$ cat src/rtl/uart_tx_fifo_pkg.sv
//------------------------------------------------------------------------------
// Module  : uart_pkg
// Brief   : Shared issue-FSM state encoding and defaults for uart_tx_fifo.
// Revision: 1.0 - initial release
//------------------------------------------------------------------------------
`default_nettype none

package uart_pkg;

  // Issue FSM encoding, 2 bits wide
  localparam logic [1:0] ST_IDLE    = 2'd0;
  localparam logic [1:0] ST_ISSUE   = 2'd1;
  localparam logic [1:0] ST_WAIT_HI = 2'd2;
  localparam logic [1:0] ST_WAIT_LO = 2'd3;

  typedef enum logic [1:0] {
    IDLE    = ST_IDLE,
    ISSUE   = ST_ISSUE,
    WAIT_HI = ST_WAIT_HI,
    WAIT_LO = ST_WAIT_LO
  } tx_state_e;

  // Cycles to wait for Tx_BUSY after a strobe before re-strobing
  localparam int BUSY_WAIT_DEFAULT = 4;

  // Retry counter only has to reach busy_wait-1; keep at least one bit
  function automatic int retry_cnt_width(input int busy_wait);
    return (busy_wait < 2) ? 1 : $clog2(busy_wait);
  endfunction

endpackage

`default_nettype wire

$ cat src/rtl/uart_tx_fifo_if.sv
//------------------------------------------------------------------------------
// Module  : uart_tx_fifo_if
// Brief   : Host push port, status and transmitter handshake of uart_tx_fifo.
//           slave  = the FIFO/sequencer, master = host + transmitter side.
// Revision: 1.0 - initial release
//------------------------------------------------------------------------------
`default_nettype none

interface uart_tx_fifo_if #(
  parameter int ADDR_W = 3
) ();

  logic              wr_en;
  logic [7:0]        wr_data;
  logic              full;
  logic              empty;
  logic [ADDR_W:0]   count;
  logic              Tx_BUSY;
  logic              Tx_WR;
  logic [7:0]        Tx_DATA;
  logic              overflow;
  logic              ovf_clr;

  modport slave (
    input  wr_en, wr_data, Tx_BUSY, ovf_clr,
    output full, empty, count, Tx_WR, Tx_DATA, overflow
  );

  modport master (
    output wr_en, wr_data, Tx_BUSY, ovf_clr,
    input  full, empty, count, Tx_WR, Tx_DATA, overflow
  );

endinterface

`default_nettype wire

$ cat src/rtl/uart_tx_fifo_mem.sv
//------------------------------------------------------------------------------
// Module  : fifo_mem_sync
// Brief   : DEPTH x 8 synchronous FIFO storage with registered full/empty/count.
//           A push while full is accepted only when a pop happens in the same
//           cycle; otherwise it is silently dropped.
// Revision: 1.0 - initial release
//------------------------------------------------------------------------------
`default_nettype none

module fifo_mem_sync #(
  parameter int DEPTH  = 8,
  parameter int ADDR_W = 3
) (
  input  logic              clk,
  input  logic              reset,
  input  logic              push_i,
  input  logic              pop_i,
  input  logic [7:0]        wr_data_i,
  output logic [7:0]        rd_data_o,
  output logic              full_o,
  output logic              empty_o,
  output logic [ADDR_W:0]   count_o
);

  localparam logic [ADDR_W:0] FULL_COUNT = (ADDR_W+1)'(DEPTH);

  logic [7:0]          mem_q [DEPTH];
  logic [ADDR_W-1:0]   wr_ptr_q, wr_ptr_d;
  logic [ADDR_W-1:0]   rd_ptr_q, rd_ptr_d;
  logic [ADDR_W:0]     count_q,  count_d;
  logic                full_q,   full_d;
  logic                empty_q,  empty_d;
  logic                push_acc;
  logic                pop_acc;

  // Acceptance, pointer and occupancy next-state
  always_comb begin
    pop_acc  = pop_i && !empty_q;
    push_acc = push_i && (!full_q || pop_acc);
    wr_ptr_d = push_acc ? wr_ptr_q + ADDR_W'(1) : wr_ptr_q;
    rd_ptr_d = pop_acc  ? rd_ptr_q + ADDR_W'(1) : rd_ptr_q;
    count_d  = count_q;
    case ({push_acc, pop_acc})
      2'b10:   count_d = count_q + (ADDR_W+1)'(1);
      2'b01:   count_d = count_q - (ADDR_W+1)'(1);
      default: count_d = count_q;
    endcase
    full_d  = (count_d == FULL_COUNT);
    empty_d = (count_d == '0);
  end

  // Pointers, count and flags; flags registered alongside the count
  always_ff @(posedge clk or negedge reset) begin
    if (!reset) begin
      wr_ptr_q <= '0;
      rd_ptr_q <= '0;
      count_q  <= '0;
      full_q   <= 1'b0;
      empty_q  <= 1'b1;
    end else begin
      wr_ptr_q <= wr_ptr_d;
      rd_ptr_q <= rd_ptr_d;
      count_q  <= count_d;
      full_q   <= full_d;
      empty_q  <= empty_d;
    end
  end

  // Storage array; contents are don't-care after reset
  always_ff @(posedge clk) begin
    if (push_acc) begin
      mem_q[wr_ptr_q] <= wr_data_i;
    end
  end

  // Read port shows the head entry; when full with a simultaneous push the
  // old head is read before the same slot is overwritten at the edge
  assign rd_data_o = mem_q[rd_ptr_q];
  assign full_o    = full_q;
  assign empty_o   = empty_q;
  assign count_o   = count_q;

endmodule

`default_nettype wire

$ cat src/rtl/uart_tx_fifo.sv
//------------------------------------------------------------------------------
// Module  : uart_tx_fifo
// Brief   : Byte FIFO plus issue sequencer feeding uart_transmitter through
//           the Tx_WR / Tx_DATA / Tx_BUSY handshake. Re-strobes the same byte
//           if Tx_BUSY never rises within BUSY_WAIT cycles.
//           Optional macro UART_TX_FIFO_OVF_EN adds a sticky overflow flag.
// Revision: 1.0 - initial release
//------------------------------------------------------------------------------
`default_nettype none

module uart_tx_fifo
  import uart_pkg::*;
#(
  parameter int DEPTH     = 8,
  parameter int ADDR_W    = 3,
  parameter int BUSY_WAIT = BUSY_WAIT_DEFAULT
) (
  input  logic          clk,
  input  logic          reset,
  uart_tx_fifo_if.slave tx_if
);

  localparam int                 RETRY_W    = retry_cnt_width(BUSY_WAIT);
  localparam logic [RETRY_W-1:0] RETRY_LAST = RETRY_W'(BUSY_WAIT - 1);

  tx_state_e          state_q,   state_d;
  logic [RETRY_W-1:0] retry_q,   retry_d;
  logic               tx_wr_q,   tx_wr_d;
  logic [7:0]         tx_data_q, tx_data_d;
  logic               pop;
  logic [7:0]         fifo_rd_data;
  logic               fifo_full;
  logic               fifo_empty;
  logic [ADDR_W:0]    fifo_count;

  fifo_mem_sync #(
    .DEPTH  (DEPTH),
    .ADDR_W (ADDR_W)
  ) u_fifo (
    .clk       (clk),
    .reset     (reset),
    .push_i    (tx_if.wr_en),
    .pop_i     (pop),
    .wr_data_i (tx_if.wr_data),
    .rd_data_o (fifo_rd_data),
    .full_o    (fifo_full),
    .empty_o   (fifo_empty),
    .count_o   (fifo_count)
  );

  // Issue FSM next-state: pop only from IDLE with the transmitter free
  always_comb begin
    state_d   = state_q;
    retry_d   = retry_q;
    tx_data_d = tx_data_q;
    pop       = 1'b0;
    case (state_q)
      IDLE: begin
        if (!fifo_empty && !tx_if.Tx_BUSY) begin
          pop       = 1'b1;
          tx_data_d = fifo_rd_data;
          state_d   = ISSUE;
        end
      end
      ISSUE: begin
        retry_d = '0;
        state_d = WAIT_HI;
      end
      WAIT_HI: begin
        if (tx_if.Tx_BUSY) begin
          state_d = WAIT_LO;
        end else if (retry_q == RETRY_LAST) begin
          // Transmitter never took the byte (e.g. disabled): strobe it again
          state_d = ISSUE;
        end else begin
          retry_d = retry_q + RETRY_W'(1);
        end
      end
      WAIT_LO: begin
        if (!tx_if.Tx_BUSY) begin
          state_d = IDLE;
        end
      end
      default: state_d = IDLE;
    endcase
    tx_wr_d = (state_d == ISSUE);
  end

  // FSM state, retry counter and registered transmitter outputs
  always_ff @(posedge clk or negedge reset) begin
    if (!reset) begin
      state_q   <= IDLE;
      retry_q   <= '0;
      tx_wr_q   <= 1'b0;
      tx_data_q <= 8'h00;
    end else begin
      state_q   <= state_d;
      retry_q   <= retry_d;
      tx_wr_q   <= tx_wr_d;
      tx_data_q <= tx_data_d;
    end
  end

  assign tx_if.Tx_WR   = tx_wr_q;
  assign tx_if.Tx_DATA = tx_data_q;
  assign tx_if.full    = fifo_full;
  assign tx_if.empty   = fifo_empty;
  assign tx_if.count   = fifo_count;

`ifdef UART_TX_FIFO_OVF_EN
  logic ovf_q, ovf_d;
  logic drop;

  // A dropped push sets the flag; set takes priority over clear
  always_comb begin
    drop  = tx_if.wr_en && fifo_full && !pop;
    ovf_d = ovf_q;
    if (drop) begin
      ovf_d = 1'b1;
    end else if (tx_if.ovf_clr) begin
      ovf_d = 1'b0;
    end
  end

  // Sticky overflow register
  always_ff @(posedge clk or negedge reset) begin
    if (!reset) begin
      ovf_q <= 1'b0;
    end else begin
      ovf_q <= ovf_d;
    end
  end

  assign tx_if.overflow = ovf_q;
`else
  logic unused_ovf_clr;
  assign unused_ovf_clr = tx_if.ovf_clr;
  assign tx_if.overflow = 1'b0;
`endif

endmodule

`default_nettype wire

$ cat src/flat_wrapper.sv
// flat-port wrapper written by rule: the top's interface ports become plain ports
module uart_tx_fifo_flat import uart_pkg::*;
#(
  parameter int DEPTH     = 8,
  parameter int ADDR_W    = 3,
  parameter int BUSY_WAIT = BUSY_WAIT_DEFAULT
)
  (clk, reset, tx_if_wr_en, tx_if_wr_data, tx_if_Tx_BUSY, tx_if_ovf_clr, tx_if_full, tx_if_empty, tx_if_count, tx_if_Tx_WR, tx_if_Tx_DATA, tx_if_overflow);
  uart_tx_fifo_if #(.ADDR_W(ADDR_W)) tx_if_i ();
  input  logic clk;
  input  logic reset;
  input wire logic [$bits(tx_if_i.wr_en)-1:0] tx_if_wr_en;
  input wire logic [$bits(tx_if_i.wr_data)-1:0] tx_if_wr_data;
  input wire logic [$bits(tx_if_i.Tx_BUSY)-1:0] tx_if_Tx_BUSY;
  input wire logic [$bits(tx_if_i.ovf_clr)-1:0] tx_if_ovf_clr;
  output wire logic [$bits(tx_if_i.full)-1:0] tx_if_full;
  output wire logic [$bits(tx_if_i.empty)-1:0] tx_if_empty;
  output wire logic [$bits(tx_if_i.count)-1:0] tx_if_count;
  output wire logic [$bits(tx_if_i.Tx_WR)-1:0] tx_if_Tx_WR;
  output wire logic [$bits(tx_if_i.Tx_DATA)-1:0] tx_if_Tx_DATA;
  output wire logic [$bits(tx_if_i.overflow)-1:0] tx_if_overflow;
  assign tx_if_i.wr_en = tx_if_wr_en;
  assign tx_if_i.wr_data = tx_if_wr_data;
  assign tx_if_i.Tx_BUSY = tx_if_Tx_BUSY;
  assign tx_if_i.ovf_clr = tx_if_ovf_clr;
  assign tx_if_full = tx_if_i.full;
  assign tx_if_empty = tx_if_i.empty;
  assign tx_if_count = tx_if_i.count;
  assign tx_if_Tx_WR = tx_if_i.Tx_WR;
  assign tx_if_Tx_DATA = tx_if_i.Tx_DATA;
  assign tx_if_overflow = tx_if_i.overflow;
  uart_tx_fifo #(.DEPTH(DEPTH), .ADDR_W(ADDR_W), .BUSY_WAIT(BUSY_WAIT)) u_core (.clk(clk), .reset(reset), .tx_if(tx_if_i));
endmodule
$ cat config.mk
export PLATFORM = sky130hd
export DESIGN_NAME = uart_tx_fifo_flat
export DESIGN_NICKNAME = d
export VERILOG_FILES = /design/src/rtl/uart_tx_fifo_pkg.sv /design/src/rtl/uart_tx_fifo_if.sv /design/src/rtl/uart_tx_fifo_mem.sv /design/src/rtl/uart_tx_fifo.sv /design/src/flat_wrapper.sv
export SDC_FILE = /design/constraint.sdc
export NUM_CORES = 1
export LEC_CHECK = 0
export ABC_AREA = 1
export BUFFER_PORTS_ARGS = -buffer_cell sky130_fd_sc_hd__buf_2
export CORE_UTILIZATION = 60
export CTS_CLUSTER_DIAMETER = 150
export CTS_CLUSTER_SIZE = 20
export DETAILED_ROUTE_END_ITERATION = 10
export PLACE_DENSITY = 0.8
export SYNTH_ARGS = -nofsm -noshare
export SYNTH_HDL_FRONTEND = slang
export SYNTH_HIERARCHICAL = 1
export SYNTH_SLANG_ARGS = --single-unit
$ cat constraint.sdc
create_clock -name clk -period 4.28 [get_ports clk]
set_input_delay 0.856 -clock clk [delete_from_list [all_inputs] [get_ports clk]]
set_output_delay 0.856 -clock clk [all_outputs]
set_load 0.01 [all_outputs]
==> flow_summary_export.csv <==
group,metric,value,unit
outcome,outcome,"complete, no violations",
routing,drc,0,
routing,drt_iter0_markers,159,
critical_path,crit_fanout,10,
routing,ant_nets,0,
routing,met3_length,424,um
clock_tree,clock_transition_at_path_regs,0.09,ns
synthesis,yosys.area_share.adder,2.00,%
critical_path,startpoint_type,"primary input",
synthesis,synthesis.area,3760,sq um
synthesis,synth_top_cells_by_count,"77 x nand2_1, 64 x edfxtp_1, 56 x nor2_1",
critical_path,r2r_setup_slack,1.60,ns
critical_path,worst_r2r_endpoint,"u_core/u_fifo/full_o$_DFF_PN0_",
sta,period_share,66.4,%
routing,first_pass_drt_iterations,5,
synthesis,ys_warn_count,6,
global_route,gr-total-overflow,0,
synthesis,yosys_most_used_dff,"edfxtp_1",
synthesis,synth_edf_count,64,
clock_tree,number_of_cells_upsized_or_downsized_after_cts,0,
sta,slew-limit-headroom,32.0,%
floorplanning,fp.coreArea,5990,sq um
critical_path,crit_path_cell_trace,"buf_2 > nor2_1 > nand2_4 > inv_6 > inv_1 > o21ai_2 > nand2_2 > ha_1 > nor2_1 > nor2_4 > ha_1 > a21oi_1 > inv_1 > nand2_1 > nand3_1 > o211ai_1 > nor2_1",
synthesis,synthesis.area_per_instance,11.1,sq um
clock_tree,clock_path_buffers,2,
clock_tree,tritoncts,"built",
power_and_ir_drop,p_leak,0.00170,uW
flow_run,max_cap_violations,0,
cells_and_area,finish.instance_area,4120,sq um
worst_hold_path,hold_path.class,"in -> async",
floorplanning,i_o_pins,29,
power_and_ir_drop,ir_worst_vdd,343,uV
synthesis,postSynthRegisterBits,89,
sta,final_hold_vios,0,
critical_path,timing.reg2reg.worst_path_depth,16,
sta,tightestPinTransition,1.02,ns
routing,top_layer_used,"met4",
synthesis,ys_seq_area_share,67.8,%
floorplanning,floorplan.initialDensity,62.8,%
sta,rsz0062_at_grt,"no",
critical_path,setup.worst_path.class,"in -> reg",
placement,place.port_buffers,26,
sta,setup_viol_count_final,0,
synthesis,library_cell_occupying_the_most_area_in_the_post_synthesis_netlist,"edfxtp_1",
routing,m1WireLength,3030,um
global_route,grt_start_max_net_pins,36,
critical_path,crit_path_end_kind,"flop",
placement,routabilityCongestion,0.754,
sta,timing.final.crit_period,2.84,ns
synthesis,post_synthesis_share_of_cell_area_spent_on_xor_and_xnor_gates,1.16,%
floorplanning,die-area,6590,sq um
power_and_ir_drop,power.density_cell_area,689,nW/um^2
global_route,grt_util_all_layers,23.9,%
cells_and_area,drive_gt1_share,15.5,%
synthesis,postSynth.asyncResetShare,28.1,%
sta,setup_tns,0,ns
placement,dp_worst_setup_slack,1.08,ns
global_route,initial_antenna_violation_count,0,
clock_tree,clock_insertion_delay_at_the_later_pin_of_the_skew_report,0.35,ns
synthesis,synthesized_nets,359,
clock_tree,setup_buffers_after_cts,0,
synthesis,combinational_family_with_the_most_area_after_synthesis,"simple AND/OR/NAND/NOR gates",
routing,avgRoutedWirePerCell,15.8,um
routing,vias,2553,
placement,place_area,3910,sq um
sta,fin_skew,0.00568,ns
critical_path,timing.critical_path.slowest_stage_cell,"ha_1",
clock_tree,cts_inserted_buffers,9,
global_route,grt_pass1_vias,2288,
synthesis,netlist.area_leader.share,51.1,%
synthesis,syn-instance-count,340,
clock_tree,cts_htree_levels,3,
cells_and_area,layout.core_utilization,68.8,%
critical_path,worst-endpoint-required,4.52,ns
synthesis,multiplexer_share_of_the_synthesized_area,0,%
floorplanning,fp.dieH,81.2,um
cells_and_area,total_nets_final,387,
critical_path,critPathMaxStageDelay,0.26,ns
clock_tree,clock_tree.root_cell,"clkbuf_8",
sta,worst_slack,1.44,ns
sta,max_clock_freq,352,MHz
routing,viasPerCell,5.70,
synthesis,share_of_the_synthesized_area_in_compound_gates_ao_oa_aoi_oai,7.95,%
routing,met2_wirelength,3440,um
cells_and_area,syn_to_final_growth,9.55,%
floorplanning,die_width,81.2,um
placement,hpwl,4370,um
power_and_ir_drop,p_total,2840,uW
synthesis,synth.distinct_cells,32,
synthesis,yosys.cell_count.top_type,"nand2_1",
cells_and_area,n_antenna_cell,0,
routing,drt_wl_total,7060,um
sta,final_max_slew_viol_count,0,
critical_path,path_common_cell,"nor2_1",
floorplanning,count_of_standard_cell_rows,28,
critical_path,worstPathArrival,3.08,ns
clock_tree,hold_buffers,0,
critical_path,r2r-start,"u_core/state_q[1]$_DFF_PN0_",
synthesis,synth_simple_gate_area_share,16.9,%
clock_tree,numClockSinks,89,
global_route,first_pass_grt_wire_length,11000,um
synthesis,synth.area.top_cells,"edfxtp_1 51%, dfrtp_1 16%, nand2_1 7.7%",
[stage by stage]
stage               hold WS, ns  instances
finish                    0.472        448
global route              0.512        448
detailed placement        0.466        432
floorplan                 0.472        340
CTS                       0.469        448
global placement          0.462        432
[worst max-delay path: cells and delay by family]
kind | cells | cell delay [ns]
AOI/OAI and AO/OA | 3 | 0.50
and+or+nand+nor | 8 | 0.95
adders and majority gates | 2 | 0.43
buffers and inverters | 4 | 0.34
[cells in the final DEF (no fill, tap or decap), types with 2 or more instances in the layout]
cell type  netlist  routed
nand4_1          2       2
ha_1             6       6
buf_2            0      26
or2_1            2       2
inv_1           11      11
xnor2_1          2       2
o21ai_0         23      23
a31oi_1          8       8
inv_6            1       5
nand3_1         11      11
nor2_1          56      56
o21ai_1         12      12
xor2_1           3       3
nand2_2          2       2
nand2_1         77      77
dfrtp_1         24      24
a21oi_1         10      10
clkbuf_8         0       9
inv_2            5       5
edfxtp_1        64      64
[state kept, by name, indices dropped and copies added (netlist names)]
register / count
u_core/u_fifo/count_o: 4
u_core/tx_if.Tx_WR: 1
u_core/u_fifo/rd_ptr_q: 3
u_core/u_fifo/empty_o: 1
u_core/retry_q: 2
u_core/state_q: 2
u_core/u_fifo/mem_q: 64
u_core/u_fifo/wr_ptr_q: 3
u_core/u_fifo/full_o: 1
u_core/tx_if.Tx_DATA: 8
[power by group]
part / total, uW / switching [uW] / internal, uW
clock network: 593 / 311 / 282
registers: 1270 / 137 / 1130
logic: 979 / 655 / 323
[cell type report]
type | instances | area, sq um
inverters | 18 | 72.6
fillers | 431 | 1870
multi-input cells | 223 | 1060
flip-flops and latches | 89 | 2550
clock inverters | 7 | 83.8
well taps | 75 | 93.8
repair buffers | 27 | 138
clock buffers | 9 | 124
[how the worst max path moves through the flow]
stage                   from                             endpoint  slack [ns]  cells past startpoint
3_3_place_gp   tx_if_Tx_BUSY  u_core/u_fifo/mem_q[4][3]$_DFFE_PP_        1.18                      9
6_report       tx_if_Tx_BUSY       u_core/u_fifo/full_o$_DFF_PN0_        1.44                     17
4_1_cts        tx_if_Tx_BUSY       u_core/u_fifo/full_o$_DFF_PN0_        1.48                     17
2_1_floorplan  tx_if_Tx_BUSY       u_core/u_fifo/full_o$_DFF_PN0_        1.52                     16
3_5_place_dp   tx_if_Tx_BUSY       u_core/u_fifo/full_o$_DFF_PN0_        1.08                     17
5_1_grt        tx_if_Tx_BUSY       u_core/u_fifo/full_o$_DFF_PN0_        1.22                     17
[kinds of logic (layout without fill, tap and decap cells)]
group / after synthesis / after routing
and+or+nand+nor: 155 / 155
DFF: 89 / 89
AOI/OAI and AO/OA: 56 / 56
buffers and inverters: 28 / 61
adders and majority gates: 6 / 6
xor gates and xnor gates: 5 / 5
other: 1 / 1
[layer usage]
layer	up-vias	GRT usage [%]
met4	0	14.3
met2	113	38.4
met3	19	4.16
met1	1207	30.4
met5	-	0
li1	1214	-
Note: power is estimated with default switching activity, not from simulation.
